<file path="src/rtl/apb_master.sv">
// -----------------------------------------------------------------------------
// apb_master
//
// APB3 requester. Turns one valid/ready command into exactly one APB transfer
// and returns exactly one response. A wait-state watchdog aborts a transfer
// whose completer holds pready low for too long, so the bus cannot hang.
//
// Parameters
//   DATA_WIDTH      width of pwdata/prdata and of command/response data
//   ADDR_WIDTH      width of paddr and of the command address
//   TIMEOUT_CYCLES  ACCESS edges with pready=0 before an abort (0 = no watchdog)
//
// Ports
//   pclk, preset_n           clock (rising edge), asynchronous active-low reset
//   cmd_valid / cmd_ready    command handshake; cmd_ready is high only in IDLE
//   cmd_write, cmd_addr,
//   cmd_wdata                command contents, captured on acceptance
//   rsp_valid                one-cycle pulse when a transfer finishes
//   rsp_rdata                read data (0 for writes and timeouts), held
//   rsp_slverr               completer error or timeout, held
//   rsp_timeout              transfer aborted by the watchdog, held
//   psel, penable, pwrite,
//   paddr, pwdata            APB request signals (all registered)
//   prdata, pready, pslverr  APB completer response
// -----------------------------------------------------------------------------
module apb_master #(
  parameter int unsigned DATA_WIDTH     = 8,
  parameter int unsigned ADDR_WIDTH     = 3,
  parameter int unsigned TIMEOUT_CYCLES = 16
) (
  input  logic                  pclk,
  input  logic                  preset_n,
  // command side
  input  logic                  cmd_valid,
  output logic                  cmd_ready,
  input  logic                  cmd_write,
  input  logic [ADDR_WIDTH-1:0] cmd_addr,
  input  logic [DATA_WIDTH-1:0] cmd_wdata,
  // response side
  output logic                  rsp_valid,
  output logic [DATA_WIDTH-1:0] rsp_rdata,
  output logic                  rsp_slverr,
  output logic                  rsp_timeout,
  // APB side
  output logic                  psel,
  output logic                  penable,
  output logic                  pwrite,
  output logic [ADDR_WIDTH-1:0] paddr,
  output logic [DATA_WIDTH-1:0] pwdata,
  input  logic [DATA_WIDTH-1:0] prdata,
  input  logic                  pready,
  input  logic                  pslverr
);

  // Wait counter is wide enough to hold TIMEOUT_CYCLES; at least one bit so
  // the design still elaborates with the watchdog disabled.
  localparam int unsigned CNT_W = (TIMEOUT_CYCLES > 0) ? $clog2(TIMEOUT_CYCLES + 1) : 1;

  // Limit in one extra bit so "count + 1" can be compared without overflow.
  localparam logic [CNT_W:0] TIMEOUT_LIM = (CNT_W + 1)'(TIMEOUT_CYCLES);
  localparam logic [CNT_W:0] CNT_ONE     = (CNT_W + 1)'(1);

  typedef enum logic [1:0] {
    IDLE   = 2'd0,
    SETUP  = 2'd1,
    ACCESS = 2'd2
  } state_t;

  state_t                  state_q,       state_d;
  logic                    psel_q,        psel_d;
  logic                    penable_q,     penable_d;
  logic                    pwrite_q,      pwrite_d;
  logic [ADDR_WIDTH-1:0]   paddr_q,       paddr_d;
  logic [DATA_WIDTH-1:0]   pwdata_q,      pwdata_d;
  logic                    rsp_valid_q,   rsp_valid_d;
  logic [DATA_WIDTH-1:0]   rsp_rdata_q,   rsp_rdata_d;
  logic                    rsp_slverr_q,  rsp_slverr_d;
  logic                    rsp_timeout_q, rsp_timeout_d;
  logic [CNT_W-1:0]        wait_cnt_q,    wait_cnt_d;
  logic                    timeout_hit;

  // Saturating increment: the counter parks at all-ones instead of wrapping,
  // which matters only when the watchdog is disabled.
  function automatic logic [CNT_W-1:0] sat_inc(input logic [CNT_W-1:0] v);
    logic [CNT_W-1:0] r;
    if (v == {CNT_W{1'b1}}) begin
      r = v;
    end else begin
      r = v + CNT_W'(1);
    end
    return r;
  endfunction

  // wait_cnt_q counts the pready=0 edges already seen in this ACCESS phase,
  // so the current edge is the limit-th one when wait_cnt_q + 1 reaches it.
  always_comb begin
    timeout_hit = (TIMEOUT_CYCLES != 0) &&
                  (({1'b0, wait_cnt_q} + CNT_ONE) >= TIMEOUT_LIM);
  end

  // ---------------------------------------------------------------------------
  // State and output registers
  // ---------------------------------------------------------------------------
  always_ff @(posedge pclk or negedge preset_n) begin
    if (!preset_n) begin
      state_q       <= IDLE;
      psel_q        <= 1'b0;
      penable_q     <= 1'b0;
      pwrite_q      <= 1'b0;
      paddr_q       <= '0;
      pwdata_q      <= '0;
      rsp_valid_q   <= 1'b0;
      rsp_rdata_q   <= '0;
      rsp_slverr_q  <= 1'b0;
      rsp_timeout_q <= 1'b0;
      wait_cnt_q    <= '0;
    end else begin
      state_q       <= state_d;
      psel_q        <= psel_d;
      penable_q     <= penable_d;
      pwrite_q      <= pwrite_d;
      paddr_q       <= paddr_d;
      pwdata_q      <= pwdata_d;
      rsp_valid_q   <= rsp_valid_d;
      rsp_rdata_q   <= rsp_rdata_d;
      rsp_slverr_q  <= rsp_slverr_d;
      rsp_timeout_q <= rsp_timeout_d;
      wait_cnt_q    <= wait_cnt_d;
    end
  end

  // ---------------------------------------------------------------------------
  // Next-state and next-output logic
  // ---------------------------------------------------------------------------
  always_comb begin
    // Everything holds by default; rsp_valid is the only pulse.
    state_d       = state_q;
    psel_d        = psel_q;
    penable_d     = penable_q;
    pwrite_d      = pwrite_q;
    paddr_d       = paddr_q;
    pwdata_d      = pwdata_q;
    rsp_valid_d   = 1'b0;
    rsp_rdata_d   = rsp_rdata_q;
    rsp_slverr_d  = rsp_slverr_q;
    rsp_timeout_d = rsp_timeout_q;
    wait_cnt_d    = wait_cnt_q;

    unique case (state_q)
      IDLE: begin
        psel_d    = 1'b0;
        penable_d = 1'b0;
        // Address/data are only reloaded on acceptance, so the bus stays
        // quiet between transfers.
        if (cmd_valid) begin
          pwrite_d   = cmd_write;
          paddr_d    = cmd_addr;
          pwdata_d   = cmd_wdata;
          psel_d     = 1'b1;
          wait_cnt_d = '0;
          state_d    = SETUP;
        end
      end

      SETUP: begin
        penable_d = 1'b1;
        state_d   = ACCESS;
      end

      ACCESS: begin
        if (pready) begin
          // A ready completer beats a watchdog expiring on the same edge.
          rsp_valid_d   = 1'b1;
          rsp_rdata_d   = pwrite_q ? '0 : prdata;
          rsp_slverr_d  = pslverr;
          rsp_timeout_d = 1'b0;
          psel_d        = 1'b0;
          penable_d     = 1'b0;
          state_d       = IDLE;
        end else begin
          wait_cnt_d = sat_inc(wait_cnt_q);
          if (timeout_hit) begin
            rsp_valid_d   = 1'b1;
            rsp_rdata_d   = '0;
            rsp_slverr_d  = 1'b1;
            rsp_timeout_d = 1'b1;
            psel_d        = 1'b0;
            penable_d     = 1'b0;
            state_d       = IDLE;
          end
        end
      end

      default: begin
        psel_d    = 1'b0;
        penable_d = 1'b0;
        state_d   = IDLE;
      end
    endcase
  end

  assign cmd_ready   = (state_q == IDLE);
  assign psel        = psel_q;
  assign penable     = penable_q;
  assign pwrite      = pwrite_q;
  assign paddr       = paddr_q;
  assign pwdata      = pwdata_q;
  assign rsp_valid   = rsp_valid_q;
  assign rsp_rdata   = rsp_rdata_q;
  assign rsp_slverr  = rsp_slverr_q;
  assign rsp_timeout = rsp_timeout_q;

endmodule

</file>
<file path="config.mk">
export PLATFORM = sky130hd
export DESIGN_NAME = apb_master
export DESIGN_NICKNAME = d
export VERILOG_FILES = /design/src/rtl/apb_master.sv
export SDC_FILE = /design/constraint.sdc
export NUM_CORES = 1
export LEC_CHECK = 0
export CORE_ASPECT_RATIO = 1.2
export CORE_UTILIZATION = 46
export CTS_BUF_LIST = sky130_fd_sc_hd__clkbuf_4 sky130_fd_sc_hd__clkbuf_8
export CTS_CLUSTER_SIZE = 40
export DETAILED_ROUTE_END_ITERATION = 10
export PLACE_DENSITY_LB_ADDON = 0.2
export SLEW_MARGIN = 20
export SYNTH_ARGS = -nofsm -noshare
export SYNTH_HDL_FRONTEND = slang
export SYNTH_SLANG_ARGS = --single-unit
export TNS_END_PERCENT = 100
</file>
<file path="constraint.sdc">
create_clock -name pclk -period 2.4 [get_ports pclk]
set_input_delay 0.36 -clock pclk [delete_from_list [all_inputs] [get_ports pclk]]
set_output_delay 0.36 -clock pclk [all_outputs]
set_load 0.01 [all_outputs]
</file>
; Word-level counts from Yosys, hierarchy flattened
; Cells that the tools add are included.
[totals]
register_bits = 32
latchBits = 0
ram_bits = 0
mem_bits_ro = 0
inputBits = 25
wordCells = 52
n_memories = 0
[classes]
add_sub_neg = 2
mul = 0
div = 0
magnitude_cmp = 1
eq_ne = 7
shift = 0
n_mux = 22
n_bitwise = 1
n_reduce_logical = 8
[ops]
columns = op, n
row1 = 8-bit 2-to-1 mux, 3
row2 = 5-bit 2-to-1 mux, 3
row3 = 5-bit one-hot mux with 2 select lines, 1
row4 = 1-bit 2-to-1 mux, 9
row5 = 2-bit AND reduction, 4
row6 = 5-bit by 1-bit adder with 6-bit output (second input constant), 1
row7 = 6-bit by 5-bit >= comparator with 1-bit output (second input constant), 1
row8 = 2-bit 2-to-1 mux, 3
row9 = 2-bit != test (second input constant), 3
row10 = 2-bit one-hot mux with 3 select lines, 1
row11 = 5-bit by 1-bit adder with 5-bit output (second input constant), 1
row12 = 5-bit == test (second input constant), 1
row13 = 4-bit AND reduction, 1
row14 = 2-bit nonzero test, 2
row15 = 3-bit != test (second input constant), 1
row16 = 1-bit one-hot mux with 3 select lines, 1
row17 = 2-bit by 1-bit == test with 1-bit output (second input constant), 1
row18 = 2-bit == test (second input constant), 1
row19 = 2-bit zero test, 1
row20 = 1-bit one-hot mux with 2 select lines, 1
row21 = 1-bit NOT, 1

; Longest topological paths before layout
[depth]
ltp_word = 5
ltp_mapped = 7
mapped_depth_nobuf = 6

; Worst setup path before layout
; No wires, ideal clock.
[synth_path]
path_kind = reg-to-reg
start = register wait_cnt_q[0]
end = register wait_cnt_q[2]
setup_ns = 0.077
t_arrival_ns = 1.819
required_ns = 2.323
setup_slack_ns = 0.503
path_stages_with_launch = 8
path_cell_list = dfrtp_1 ha_1 and3_1 ha_1 or2_1 buf_2 or4_1 a21oi_1
[synth_between]
elab_chain_len = 4
word_cells_on_any_way = 7
[synth_lines]
columns = element, line_no
row1 = from (decl), 79  ; logic [CNT_W-1:0] wait_cnt_q, wait_cnt_d;
row2 = from (signal assigned), 128  ; wait_cnt_q <= wait_cnt_d;
row3 = 5-bit by 1-bit adder with 5-bit output, 89  ; r = v + CNT_W'(1);
row4 = 5-bit 2-to-1 mux, 86  ; if (v == {CNT_W{1'b1}}) begin
row5 = 5-bit 2-to-1 mux, 171  ; if (pready) begin
row6 = 5-bit one-hot mux with 2 select lines, 149  ; unique case (state_q)
; Parallel ways exist; a longest one is shown, timed or not. The select of a mux whose other input is x is not followed.
; A chain may end at the register's enable or synchronous reset.

; Worst setup path in the final report
[layout_path]
start = register wait_cnt_q[0]
end = register wait_cnt_q[3]
; Same word-level chain as after synthesis.

==> out/qor.yml <==
outcome:
  status: "completed"
critical_path:
  cp.arrival_ns: 2.25
  crit_chain: "ha_1 -> and3_1 -> ha_1 -> or2_1 -> or4_1 -> a21oi_1"
  cp_top_family: "simple AND/OR/NAND/NOR gates"
  end_kind: "register"
  crit_top_cell: "ha_1"
  path_buf_inv: 0
  crit_type: "register to register"
  slowest_delay_ns: 0.43
  crit_slowest_cell: "dfrtp_1"
  required_ns: 2.65
  start_kind: "register"
  path_max_fanout: 7
route:
  drt-total-wl_um: 3010
  drt-vias-per-instance: 5.42
  wire_per_inst_um: 14.4
  dr.pass1.iters: 4
  drtIter0Drc: 34
  antenna_left: 0
  drc: 0
  dr_total_vias: 1132
cells_and_area:
  fin_area_um2: 1990
  drive_gt1_frac: 0.109
  seqCellArea_um2: 801
  fillCellCount: 231
  antenna_cells: 0
  layout.cells.non_filler: 209
  area.growth.synth_to_final_pct: 41.1
  fin_nets: 201
  utilization: 0.696
  multi_input_area_um2: 528
clock_network:
  cts_tree: "done"
  cts_buffers: 5
  clockBufferDepth: 2
  ctsResizeCount: 0
  ctsHoldBuffers: 0
  cts_setup_buffers: 0
  htree_levels: 2
  clock_sinks: 32
  clkLatencyLatePin_ns: 0.33
  clockRootBuffer: "clkbuf_4"
  cts.clk_slew.worst_paths_ns: 0.09
sta:
  hold_ws_ns: 0.418
  worst-slew-pin-transition_ns: 0.725
  finalWorstPathRequiredPeriod_ns: 2.00
  report.final.setup_viol: 0
  slew_headroom: 0.513
  fmax_ghz: 0.501
  final.setup_skew_ns: 0.00281
  period_share: 0.832
  rsz0062_at_grt: "false"
  fin_tns_setup_ns: 0
  final-hold-violation-count: 0
  maxSlewViolCount: 0
power:
  ir_drop_mv: 0.805
  p_per_area_nw_per_um2: 1150
  p_sw_frac: 0.336
  p_leak_nw: 0.887
  pwr-share-comb: 0.452
  power_frac_clock: 0.137
  power.internal_mw: 1.52
  p_seq_frac: 0.411
  p_switching_uw: 771
synthesis:
  synth_area_per_cell_um2: 11.7
  yosys-top-cells-count: "dfrtp_1 (32), o21ai_0 (16), a22oi_1 (10), inv_1 (10), nand2_1 (7)"
  ys_ff_latch: 32
  synth_cell_types: 32
  ys_seq_area_frac: 0.567
  synth_top_cell_by_area: "dfrtp_1"
  yosysMostFrequentCell: "dfrtp_1"
  synthesis.nets: 148
  yosys_most_used_dff: "dfrtp_1"
  yosysTopAreaCellShare: 0.567
  syn-cell-area_um2: 1410
  synth_area_leaders: "dfrtp_1 (57%), o21ai_0 (5.7%), a22oi_1 (5.3%)"
  synth-async-reset-ratio: 1.00
  synthCells: 121
  synth-edff-count: 0
  ys_warn_count: 0
placement:
  dp_cells: 201
  hpwlAfterDp_um: 2250
  portBuffers: 50
  post_dp_cell_area_um2: 1930
  place_congestion: 0.848
die:
  die_area_um2: 3300
  initial_utilization: 0.493
  fp.dieH_um: 62.7
  ioPinCount: 51
  core_um2: 2860
  die_width_um: 52.6
  rows: 21
global_routing:
  grt_pass1_vias: 1132
  grt_max_degree: 33
  antenna_found_initial: 0
  grt_use_total: 0.217
  grt-ovfl-total: 0
  grt_pass1_wl_um: 5130
flow_run:
  drv_cap: 0
hold_path:
  min_path_type: "input pin to async pin"
-- layout by cell type, fill, tap and decap left out, types with 2 or more instances in the layout --
| cell type | count |
|---|---|
| inv_1 | 10 |
| clkdlybuf4s50_1 | 50 |
| nor2_1 | 3 |
| a22oi_1 | 10 |
| clkinv_2 | 2 |
| mux2_2 | 6 |
| clkbuf_4 | 5 |
| or4_1 | 2 |
| ha_1 | 2 |
| a21oi_1 | 2 |
| o21ai_0 | 15 |
| mux2_1 | 6 |
| nand2_1 | 7 |
| dfrtp_1 | 32 |
| o31ai_1 | 2 |
| buf_4 | 3 |
-- power by group through the flow --
| stage | Clock (mW) | Combinational, mW | Sequential [mW] |
|---|---|---|---|
| after floorplan | 0 | 0.461 | 0.992 |
| after global placement | 0 | 1.02 | 0.940 |
| after detailed placement | 0 | 1.05 | 0.957 |
| after CTS | 0.335 | 1.05 | 0.947 |
| after global routing | 0.351 | 1.13 | 0.978 |
| final | 0.315 | 1.04 | 0.945 |
-- final cells by class --
type	instances	area share
clock buffers	6	0.0257
clock inverters	2	0.00502
inverters	10	0.0188
multi-input cells	72	0.265
flip-flops and latches	32	0.402
well taps	34	0.0213
repair buffers	53	0.262
-- logic make-up (layout without fill, tap and decap cells) --
group / Yosys count / count (layout) / synth area share
flip-flops: 32 / 32 / 0.567
AO/OA/AOI/OAI: 35 / 35 / 0.156
multiplexers: 13 / 13 / 0.103
AND/OR/NAND/NOR: 22 / 22 / 0.0974
adder cells (fa/ha/maj): 2 / 2 / 0.0177
buffers and inverters: 17 / 71 / 0.0593
-- per-stage QoR --
| step | total power [mW] | worst slack [ns] |
|---|---|---|
| 2_1_floorplan | 1.45 | 0.503 |
| 3_3_place_gp | 1.96 | 0.401 |
| 3_5_place_dp | 2.00 | 0.333 |
| 4_1_cts | 2.33 | 0.314 |
| 5_1_grt | 2.46 | 0.259 |
| 6_report | 2.30 | 0.403 |
-- final timing paths --
kind	to	from	slack [ns]	cells after the start
setup / recovery	wait_cnt_q[3]	wait_cnt_q[0]	0.40	6
hold / removal	pwdata[3]	preset_n	0.42	2
setup reg to reg	wait_cnt_q[3]	wait_cnt_q[0]	0.40	6
hold reg to reg	pwdata[3]	pwdata[3]	0.49	1
max in group asynchronous	rsp_rdata[4]	preset_n	1.70	2
min in group pclk	pwdata[3]	pwdata[3]	0.49	1
-- routing by layer --
metal	vias to the layer above	track usage	part of all wire
met5	-	0	0
met4	0	0.0888	0.020
met3	6	0.0706	0.060
met2	40	0.367	0.53
met1	551	0.242	0.39
li1	535	-	-
-- flip-flops by register name, summed over array words and instances (netlist names) --
signal,count
paddr,3
penable,1
psel,1
pwdata,8
pwrite,1
rsp_rdata,8
rsp_slverr,1
rsp_timeout,1
rsp_valid,1
state_q,2
wait_cnt_q,5
Note: power is estimated with default switching activity, not from simulation.
